**config.mk**
```make
export PLATFORM = sky130hd
export DESIGN_NAME = riscv_control_fsm
export DESIGN_NICKNAME = d
export VERILOG_FILES = /design/src/rtl/riscv_control_fsm.sv
export SDC_FILE = /design/constraint.sdc
export NUM_CORES = 1
export LEC_CHECK = 0
export CORE_UTILIZATION = 56
export DETAILED_ROUTE_END_ITERATION = 10
export DONT_BUFFER_PORTS = 1
export HOLD_SLACK_MARGIN = 0.08
export PLACE_DENSITY = 0.75
export SKIP_CTS_REPAIR_TIMING = 1
export SLEW_MARGIN = 20
export SYNTH_ARGS = -nofsm -noshare
export SYNTH_HDL_FRONTEND = slang
export SYNTH_SLANG_ARGS = --single-unit
```
**constraint.sdc**
```tcl
create_clock -name clk -period 1.6 [get_ports clk]
set_clock_uncertainty 0.15 [all_clocks]
set_input_delay 0.16 -clock clk [delete_from_list [all_inputs] [get_ports clk]]
set_output_delay 0.16 -clock clk [all_outputs]
set_load 0.02 [all_outputs]
```
**src/rtl/riscv_control_fsm.sv**
```systemverilog
// Multicycle RV32I control FSM: sequences fetch, decode, execute and writeback,
// driving ALU operand selects, ALU operation and all datapath write strobes.
package riscv_control_pkg;
  typedef enum logic [1:0] {
    LESS    = 2'd0,
    EQUAL   = 2'd1,
    GREATER = 2'd2
  } alu_comp_t;

  typedef enum logic [3:0] {
    ALU_ADD  = 4'd0,
    ALU_SUB  = 4'd1,
    ALU_SLL  = 4'd2,
    ALU_SLT  = 4'd3,
    ALU_SLTU = 4'd4,
    ALU_XOR  = 4'd5,
    ALU_SRL  = 4'd6,
    ALU_SRA  = 4'd7,
    ALU_OR   = 4'd8,
    ALU_AND  = 4'd9,
    ALU_SRC2 = 4'd10
  } alu_ctrl_t;
endpackage

module riscv_control_fsm
  import riscv_control_pkg::*;
(
  input  logic        clk,
  input  logic        reset,
  input  logic [31:0] instr,
  input  alu_comp_t   ALU_comp,
  output logic [1:0]  ALU_src1_sel,
  output logic [1:0]  ALU_src2_sel,
  output alu_ctrl_t   ALU_ctrl,
  output logic        IR_write,
  output logic        PC_write,
  output logic        pc_src_sel,
  output logic        reg_write,
  output logic [1:0]  result_sel,
  output logic        mem_addr_sel,
  output logic        mem_write,
  output logic        instr_retired,
  output logic        halted
);

  typedef enum logic [3:0] {
    FETCH     = 4'd0,
    LATCH     = 4'd1,
    DECODE    = 4'd2,
    EXEC_R    = 4'd3,
    EXEC_I    = 4'd4,
    ALU_WB    = 4'd5,
    MEM_ADDR  = 4'd6,
    LOAD_REQ  = 4'd7,
    LOAD_WB   = 4'd8,
    STORE     = 4'd9,
    BRANCH    = 4'd10,
    JALR_CALC = 4'd11,
    JUMP      = 4'd12,
    LUI       = 4'd13,
    AUIPC     = 4'd14,
    TRAP      = 4'd15
  } state_t;

  localparam logic [6:0] OP_R      = 7'b0110011;
  localparam logic [6:0] OP_I      = 7'b0010011;
  localparam logic [6:0] OP_LOAD   = 7'b0000011;
  localparam logic [6:0] OP_STORE  = 7'b0100011;
  localparam logic [6:0] OP_BRANCH = 7'b1100011;
  localparam logic [6:0] OP_JAL    = 7'b1101111;
  localparam logic [6:0] OP_JALR   = 7'b1100111;
  localparam logic [6:0] OP_LUI    = 7'b0110111;
  localparam logic [6:0] OP_AUIPC  = 7'b0010111;

  state_t state, next_state;

  logic [6:0] opcode;
  logic [2:0] funct3;
  logic [6:0] funct7;
  logic       unused_instr_bits;

  assign opcode = instr[6:0];
  assign funct3 = instr[14:12];
  assign funct7 = instr[31:25];
  assign unused_instr_bits = ^{instr[24:15], instr[11:7]};

  function automatic alu_ctrl_t alu_op(input logic [2:0] f3, input logic alt);
    case (f3)
      3'b000:  return alt ? ALU_SUB : ALU_ADD;
      3'b001:  return ALU_SLL;
      3'b010:  return ALU_SLT;
      3'b011:  return ALU_SLTU;
      3'b100:  return ALU_XOR;
      3'b101:  return alt ? ALU_SRA : ALU_SRL;
      3'b110:  return ALU_OR;
      default: return ALU_AND;
    endcase
  endfunction

  logic r_legal, i_legal, load_legal, store_legal, branch_legal, branch_taken;

  always_comb begin
    r_legal      = (funct7 == 7'b0000000) ||
                   (funct7 == 7'b0100000 && (funct3 == 3'b000 || funct3 == 3'b101));
    i_legal      = 1'b1;
    if (funct3 == 3'b001) i_legal = (funct7 == 7'b0000000);
    if (funct3 == 3'b101) i_legal = (funct7 == 7'b0000000) || (funct7 == 7'b0100000);
    load_legal   = (funct3 == 3'b000) || (funct3 == 3'b001) || (funct3 == 3'b010) ||
                   (funct3 == 3'b100) || (funct3 == 3'b101);
    store_legal  = (funct3 == 3'b000) || (funct3 == 3'b001) || (funct3 == 3'b010);
    branch_legal = (funct3[2:1] != 2'b01);
    case (funct3)
      3'b000:         branch_taken = (ALU_comp == EQUAL);
      3'b001:         branch_taken = (ALU_comp != EQUAL);
      3'b100, 3'b110: branch_taken = (ALU_comp == LESS);
      3'b101, 3'b111: branch_taken = (ALU_comp != LESS);
      default:        branch_taken = 1'b0;
    endcase
  end

  always_ff @(posedge clk) begin
    if (reset) state <= FETCH;
    else       state <= next_state;
  end

  always_comb begin
    next_state = state;
    case (state)
      FETCH:  next_state = LATCH;
      LATCH:  next_state = DECODE;
      DECODE: begin
        case (opcode)
          OP_R:              next_state = EXEC_R;
          OP_I:              next_state = EXEC_I;
          OP_LOAD, OP_STORE: next_state = MEM_ADDR;
          OP_BRANCH:         next_state = BRANCH;
          OP_JAL:            next_state = JUMP;
          OP_JALR:           next_state = JALR_CALC;
          OP_LUI:            next_state = LUI;
          OP_AUIPC:          next_state = AUIPC;
          default:           next_state = TRAP;
        endcase
      end
      EXEC_R:    next_state = r_legal ? ALU_WB : TRAP;
      EXEC_I:    next_state = i_legal ? ALU_WB : TRAP;
      MEM_ADDR: begin
        if (opcode == OP_LOAD) next_state = load_legal ? LOAD_REQ : TRAP;
        else                   next_state = store_legal ? STORE : TRAP;
      end
      LOAD_REQ:  next_state = LOAD_WB;
      BRANCH:    next_state = branch_legal ? FETCH : TRAP;
      JALR_CALC: next_state = JUMP;
      TRAP:      next_state = TRAP;
      default:   next_state = FETCH;
    endcase
  end

  always_comb begin
    ALU_src1_sel  = 2'd0;
    ALU_src2_sel  = 2'd0;
    ALU_ctrl      = ALU_ADD;
    IR_write      = 1'b0;
    PC_write      = 1'b0;
    pc_src_sel    = 1'b0;
    reg_write     = 1'b0;
    result_sel    = 2'd0;
    mem_addr_sel  = 1'b0;
    mem_write     = 1'b0;
    instr_retired = 1'b0;
    halted        = 1'b0;
    case (state)
      LATCH: begin
        IR_write     = 1'b1;
        ALU_src2_sel = 2'd2;
        PC_write     = 1'b1;
      end
      DECODE: begin
        ALU_src1_sel = 2'd1;
        ALU_src2_sel = 2'd1;
      end
      EXEC_R: begin
        ALU_src1_sel = 2'd2;
        ALU_ctrl     = alu_op(funct3, funct7[5]);
      end
      EXEC_I: begin
        ALU_src1_sel = 2'd2;
        ALU_src2_sel = 2'd1;
        ALU_ctrl     = alu_op(funct3, (funct3 != 3'b000) && funct7[5]);
      end
      ALU_WB, AUIPC: begin
        reg_write     = 1'b1;
        instr_retired = 1'b1;
      end
      MEM_ADDR, JALR_CALC: begin
        ALU_src1_sel = 2'd2;
        ALU_src2_sel = 2'd1;
      end
      LOAD_REQ: mem_addr_sel = 1'b1;
      LOAD_WB: begin
        reg_write     = 1'b1;
        result_sel    = 2'd1;
        instr_retired = 1'b1;
      end
      STORE: begin
        mem_addr_sel  = 1'b1;
        mem_write     = 1'b1;
        instr_retired = 1'b1;
      end
      BRANCH: begin
        ALU_src1_sel  = 2'd2;
        ALU_ctrl      = (funct3[2:1] == 2'b11) ? ALU_SLTU : ALU_SLT;
        // An illegal branch funct3 traps without touching the PC or retiring.
        PC_write      = branch_legal && branch_taken;
        pc_src_sel    = branch_legal && branch_taken;
        instr_retired = branch_legal;
      end
      JUMP: begin
        ALU_src1_sel  = 2'd1;
        ALU_src2_sel  = 2'd2;
        reg_write     = 1'b1;
        result_sel    = 2'd2;
        PC_write      = 1'b1;
        pc_src_sel    = 1'b1;
        instr_retired = 1'b1;
      end
      LUI: begin
        ALU_src2_sel  = 2'd1;
        ALU_ctrl      = ALU_SRC2;
        reg_write     = 1'b1;
        result_sel    = 2'd2;
        instr_retired = 1'b1;
      end
      TRAP:    halted = 1'b1;
      default: ;
    endcase
    if (reset) begin
      IR_write      = 1'b0;
      PC_write      = 1'b0;
      reg_write     = 1'b0;
      mem_write     = 1'b0;
      instr_retired = 1'b0;
    end
  end

endmodule
```
==> qor.yml, run 1 <==
timing:
  worst_path_end_type: "primary output"
  crit_endpoint: "ALU_ctrl[0]"
logic_synthesis:
  synth_simple_gate_area_share_pct: 42.49
  synth_compound_area_share_pct: 33.42
  synth_top_family_by_area: "simple AND/OR/NAND/NOR gates"
  async_flop_share_pct: 0
  synthMuxAreaShare_pct: 6.631
  synth.avg_cell_area_sq_um: 6.421
  netlist_area_sq_um: 924.6
  synthesis.nets: 180
  synth.distinct_cells: 45
  synth_edf_count: 0
  synthAdderAreaFrac_pct: 0
  ys.flop_type: "dfxtp_1"
  yosysWarnings: 0
  seq_area_frac_synth_pct: 8.660
  synth-xor-area-share_pct: 0.9472
  synth_cells: 144
  ys_ff_latch: 4
clocking:
  cts-root-buf: "clkbuf_4"
  clock_tree.buffer_depth: 2
  h-tree-depth: 1
  numCtsBuffers: 3
  clock_sinks: 4
status:
  error_line: "[ERROR GRT-0232] Routing congestion too high. Check the congestion heatmap in the GUI."
  lastStage: "global routing"
  status: "did not finish"
place:
  detailed_place_hpwl_um: 2097
  pre_cts_ws_ps: -129.1
  portBuffers: 0
  globalplace.congestion: 0.8587
floorplanning:
  ioPinCount: 54
  die_x_um: 42.64
  start_util_pct: 60.67
  placementRows: 14
  die_h_um: 42.64
global_routing:
  grt_max_degree: 17
  grt_overflow: 35
  track_usage_pct: 75.66
cells by family after synthesis:
kind of cell    count (synthesis)
compound gates                 45
xor+xnor                        1
buf+inv                        16
flops                           4
mux                             6
simple gates                   72
synthesized netlist by cell type (4+ instances only):
cell type	count	area, sq um
a21oi_1	10	50.05
a31oi_1	6	37.54
buf_2	4	20.02
clkbuf_1	5	18.77
dfxtp_1	4	80.08
inv_1	5	18.77
mux2i_1	5	50.05
nand2_1	17	63.81
nand2b_1	7	43.79
nor2_1	13	48.80
nor2b_1	8	50.05
nor3_1	4	20.02
nor4_1	4	25.02
o21ai_0	9	45.04
metrics by stage:
step / TNS (ps) / hold slack (ps) / instances / cell area, sq um
CTS: -4320 / 30.39 / 187 / 1214
detailed placement: -750.7 / 198.8 / 184 / 1191
global placement: -345.5 / 198.8 / 184 / 1191
floorplan: -247.4 / 197.0 / 144 / 962.2
layer usage:
| metal | global-route usage [%] | GRT overflow |
|---|---|---|
| met2 | 98.79 | 17 |
| met3 | 42.24 | 0 |
| met4 | 90.63 | 18 |
| met5 | 0 | 0 |
| met1 | 75.65 | 0 |
==> inputs of run 2 (changes only) <==
--- a/config.mk
+++ b/config.mk
@@ -5,11 +5,11 @@
 export SDC_FILE = /design/constraint.sdc
 export NUM_CORES = 1
 export LEC_CHECK = 0
-export CORE_UTILIZATION = 56
+export CORE_AREA = 2 2 63 65
 export DETAILED_ROUTE_END_ITERATION = 10
+export DIE_AREA = 0 0 65 67
 export DONT_BUFFER_PORTS = 1
-export HOLD_SLACK_MARGIN = 0.08
-export PLACE_DENSITY = 0.75
+export PLACE_DENSITY_LB_ADDON = 0.15
 export SKIP_CTS_REPAIR_TIMING = 1
 export SLEW_MARGIN = 20
 export SYNTH_ARGS = -nofsm -noshare
==> constraint.sdc (replaced) <==
create_clock -name clk -period 2.1 [get_ports clk]
set_clock_uncertainty 0.15 [all_clocks]
set_input_delay 0.21 -clock clk [delete_from_list [all_inputs] [get_ports clk]]
set_output_delay 0.21 -clock clk [all_outputs]
set_load 0.02 [all_outputs]
==> run 2 against run 1 <==
Effect of this change: the run now ends clean; synthesized cell count unchanged; area after synthesis unchanged.
==> qor.yml, run 2 <==
status:
  status: "finished clean"
timing:
  holdWs_ps: 138.4
  slew-limit-headroom_pct: 71.96
  fmax_ghz: 0.4991
  tightest_slew_ps: 419.8
  finalSetupTns_ps: 0
  slew_viol_final: 0
  finalHoldViolations: 0
  fin_crit_ps: 2004
  fin_crit_sh_pct: 95.42
  setup_violations: 0
power:
  power_mw: 1.280
  p_per_area_nw_per_um2: 1114
  p_leak_nw: 0.4304
  seq_power_share_pct: 13.7
  p_sw_share_pct: 49.97
  internal_power_uw: 640.7
  p_comb_share_pct: 73.7
  switchingPower_uw: 639.8
  clockPowerShare_pct: 12.5
  peakVddDrop_v: 0.0004738
logic_synthesis:
  yosysTopAreaCell: "dfxtp_1"
  synth_cells: 144
  ys.flop_type: "dfxtp_1"
  synth_edf_count: 0
  synth.avg_cell_area_sq_um: 6.421
  synth_top_area_share_pct: 8.660
  synth.distinct_cells: 45
  netlist_area_sq_um: 924.6
  ys_top_cells_by_area: "dfxtp_1, nand2_1, a21oi_1"
  synth.most_common_cell: "nand2_1"
  seq_area_frac_synth_pct: 8.660
  ys_ff_latch: 4
  yosysWarnings: 0
  synthesis.nets: 180
  async_flop_share_pct: 0
  synth_common_cells: "nand2_1, nor2_1, a21oi_1"
min_path:
  holdCritPathClass: "in2reg"
  holdPathEnd: "state[3]"
  hold_start: "reset"
  min_path_cells: 3
critical_path:
  critPathArrivalTime_ps: 1640
  critical-path-top-delay-family: "compound AO/OA/AOI/OAI gates"
  rr_endpoint: "state[1]"
  critPathBufInv: 1
  crit_type: "reg2out"
  cp.required_ps: 1740
  max_stage_delay_ps: 430
  rrSetupSlack_ps: 350
  critPathCaptureType: "output pin"
  cp-start-kind: "flop"
  reg2regPathDepth: 5
  r2r_start: "state[2]"
  slowest_stage: "or3b_4"
  crit_chain: "or3b_4, a21oi_4, o2111ai_1, a21oi_1, buf_4"
  cp_max_fo: 6
global_routing:
  met1_usage_pct: 18.39
  antenna_found_initial: 0
  use_met3_pct: 2.703
  grt_max_degree: 19
  grt_pass1_wl_um: 4912
  busiest_layer: "met2"
  met2_usage_pct: 23.97
  track_usage_pct: 14.23
  grt_overflow: 0
  first_global_vias: 1076
clocking:
  numCtsBuffers: 3
  cts_tree: "done"
  clock_tree.buffer_depth: 2
  clock_sinks: 4
  cts-root-buf: "clkbuf_8"
  h-tree-depth: 1
  clk_latency_ps: 210
  clk_pin_slew_ps: 30
route:
  via_per_inst: 5.390
  drc: 0
  via_count: 1105
  drt_iter0_markers: 29
  antenna_left: 0
  postRouteWirelength_um: 2943
  first_pass_iters: 4
  wl_per_cell_um: 14.36
floorplanning:
  die_x_um: 65
  die_h_um: 67
  start_util_pct: 25.64
  die_area_sq_um: 4355
  placementRows: 22
  ioPinCount: 54
  core_area_sq_um: 3606
finish:
  antenna_cells: 0
  stdcell_count: 205
  layout_common_cells: "buf_4, nand2_1, nor2_1"
  final_common_cell: "buf_4"
  syn_to_final_growth_pct: 24.36
  final_cell_area_sq_um: 1150
  largest_reg_flops: 4
  top_regs: "state: 4 flops"
  regMostFlops: "state"
  drive_above_1_share_pct: 22.93
  num-nets-final: 195
job:
  maxCapViolCount: 0
place:
  detailed_place_hpwl_um: 2225
  dp_cells: 201
  portBuffers: 0
  globalplace.congestion: 0.8542
  placed_area_sq_um: 1081
-- run 2: cell counts after synthesis --
No cell type changed its count.
-- run 2: per-stage QoR --
stage	util, %	setup slack, ps
final	31.89	96.20
after global routing	31.89	-11.82
after CTS	31.12	-19.88
after detailed placement	29.98	209.0
after global placement	29.98	206.9
after floorplan	-	206.0
-- run 2: power by group through the flow --
stage,sequential [mW],combinational [mW],clock [mW]
floorplan,0.128,0.700,0
global placement,0.168,0.904,0
detailed placement,0.164,0.911,0
CTS,0.166,0.914,0.164
global route,0.187,1.03,0.167
finish,0.176,0.944,0.161
-- run 2: final cells by class --
type / instances / area (sq um)
Clock buffer: 3 / 41.29
Fill cell: 396 / 2456
Inverter: 5 / 18.77
Multi-Input combinational cell: 124 / 784.5
Sequential cell: 4 / 83.83
Tap cell: 48 / 60.06
Timing Repair Buffer: 21 / 161.4
-- run 2: metal layers --
metal / wire [um] / vias to the layer above
met5: 0 / -
met2: 1466 / 20
met1: 1369 / 523
li1: - / 562
met4: 0 / 0
met3: 107 / 0
-- run 2: logic make-up (layout without fill, tap and decap cells) --
family                    after synthesis  after routing  share of synthesized area (%)
xor gates and xnor gates                1              1                         0.9474
DFF                                     4              4                          8.661
and+or+nand+nor                        72             72                          42.49
buffers and inverters                  16             29                          7.848
AOI/OAI and AO/OA                      45             45                          33.43
muxes                                   6              6                          6.631
-- run 2: worst max path at each step --
stage | start | endpoint | slack [ps] | cells after the start
after floorplan | state[2] | ALU_ctrl[0] | 210 | 5
after global placement | state[3] | PC_write | 210 | 6
after detailed placement | state[3] | PC_write | 210 | 6
after CTS | state[3] | PC_write | -20 | 6
after global routing | state[1] | PC_write | -10 | 6
final | state[1] | ALU_ctrl[0] | 100 | 5
-- run 2: worst register-to-register path: cells and delay by family (launching register included) --
| kind | cells | cell delay (ps) |
|---|---|---|
| flip-flops | 1 | 350 |
| AO/OA/AOI/OAI | 2 | 300 |
| AND/OR/NAND/NOR | 2 | 740 |
| buffers and inverters | 1 | 150 |
Power figures use the tool's default switching activity.
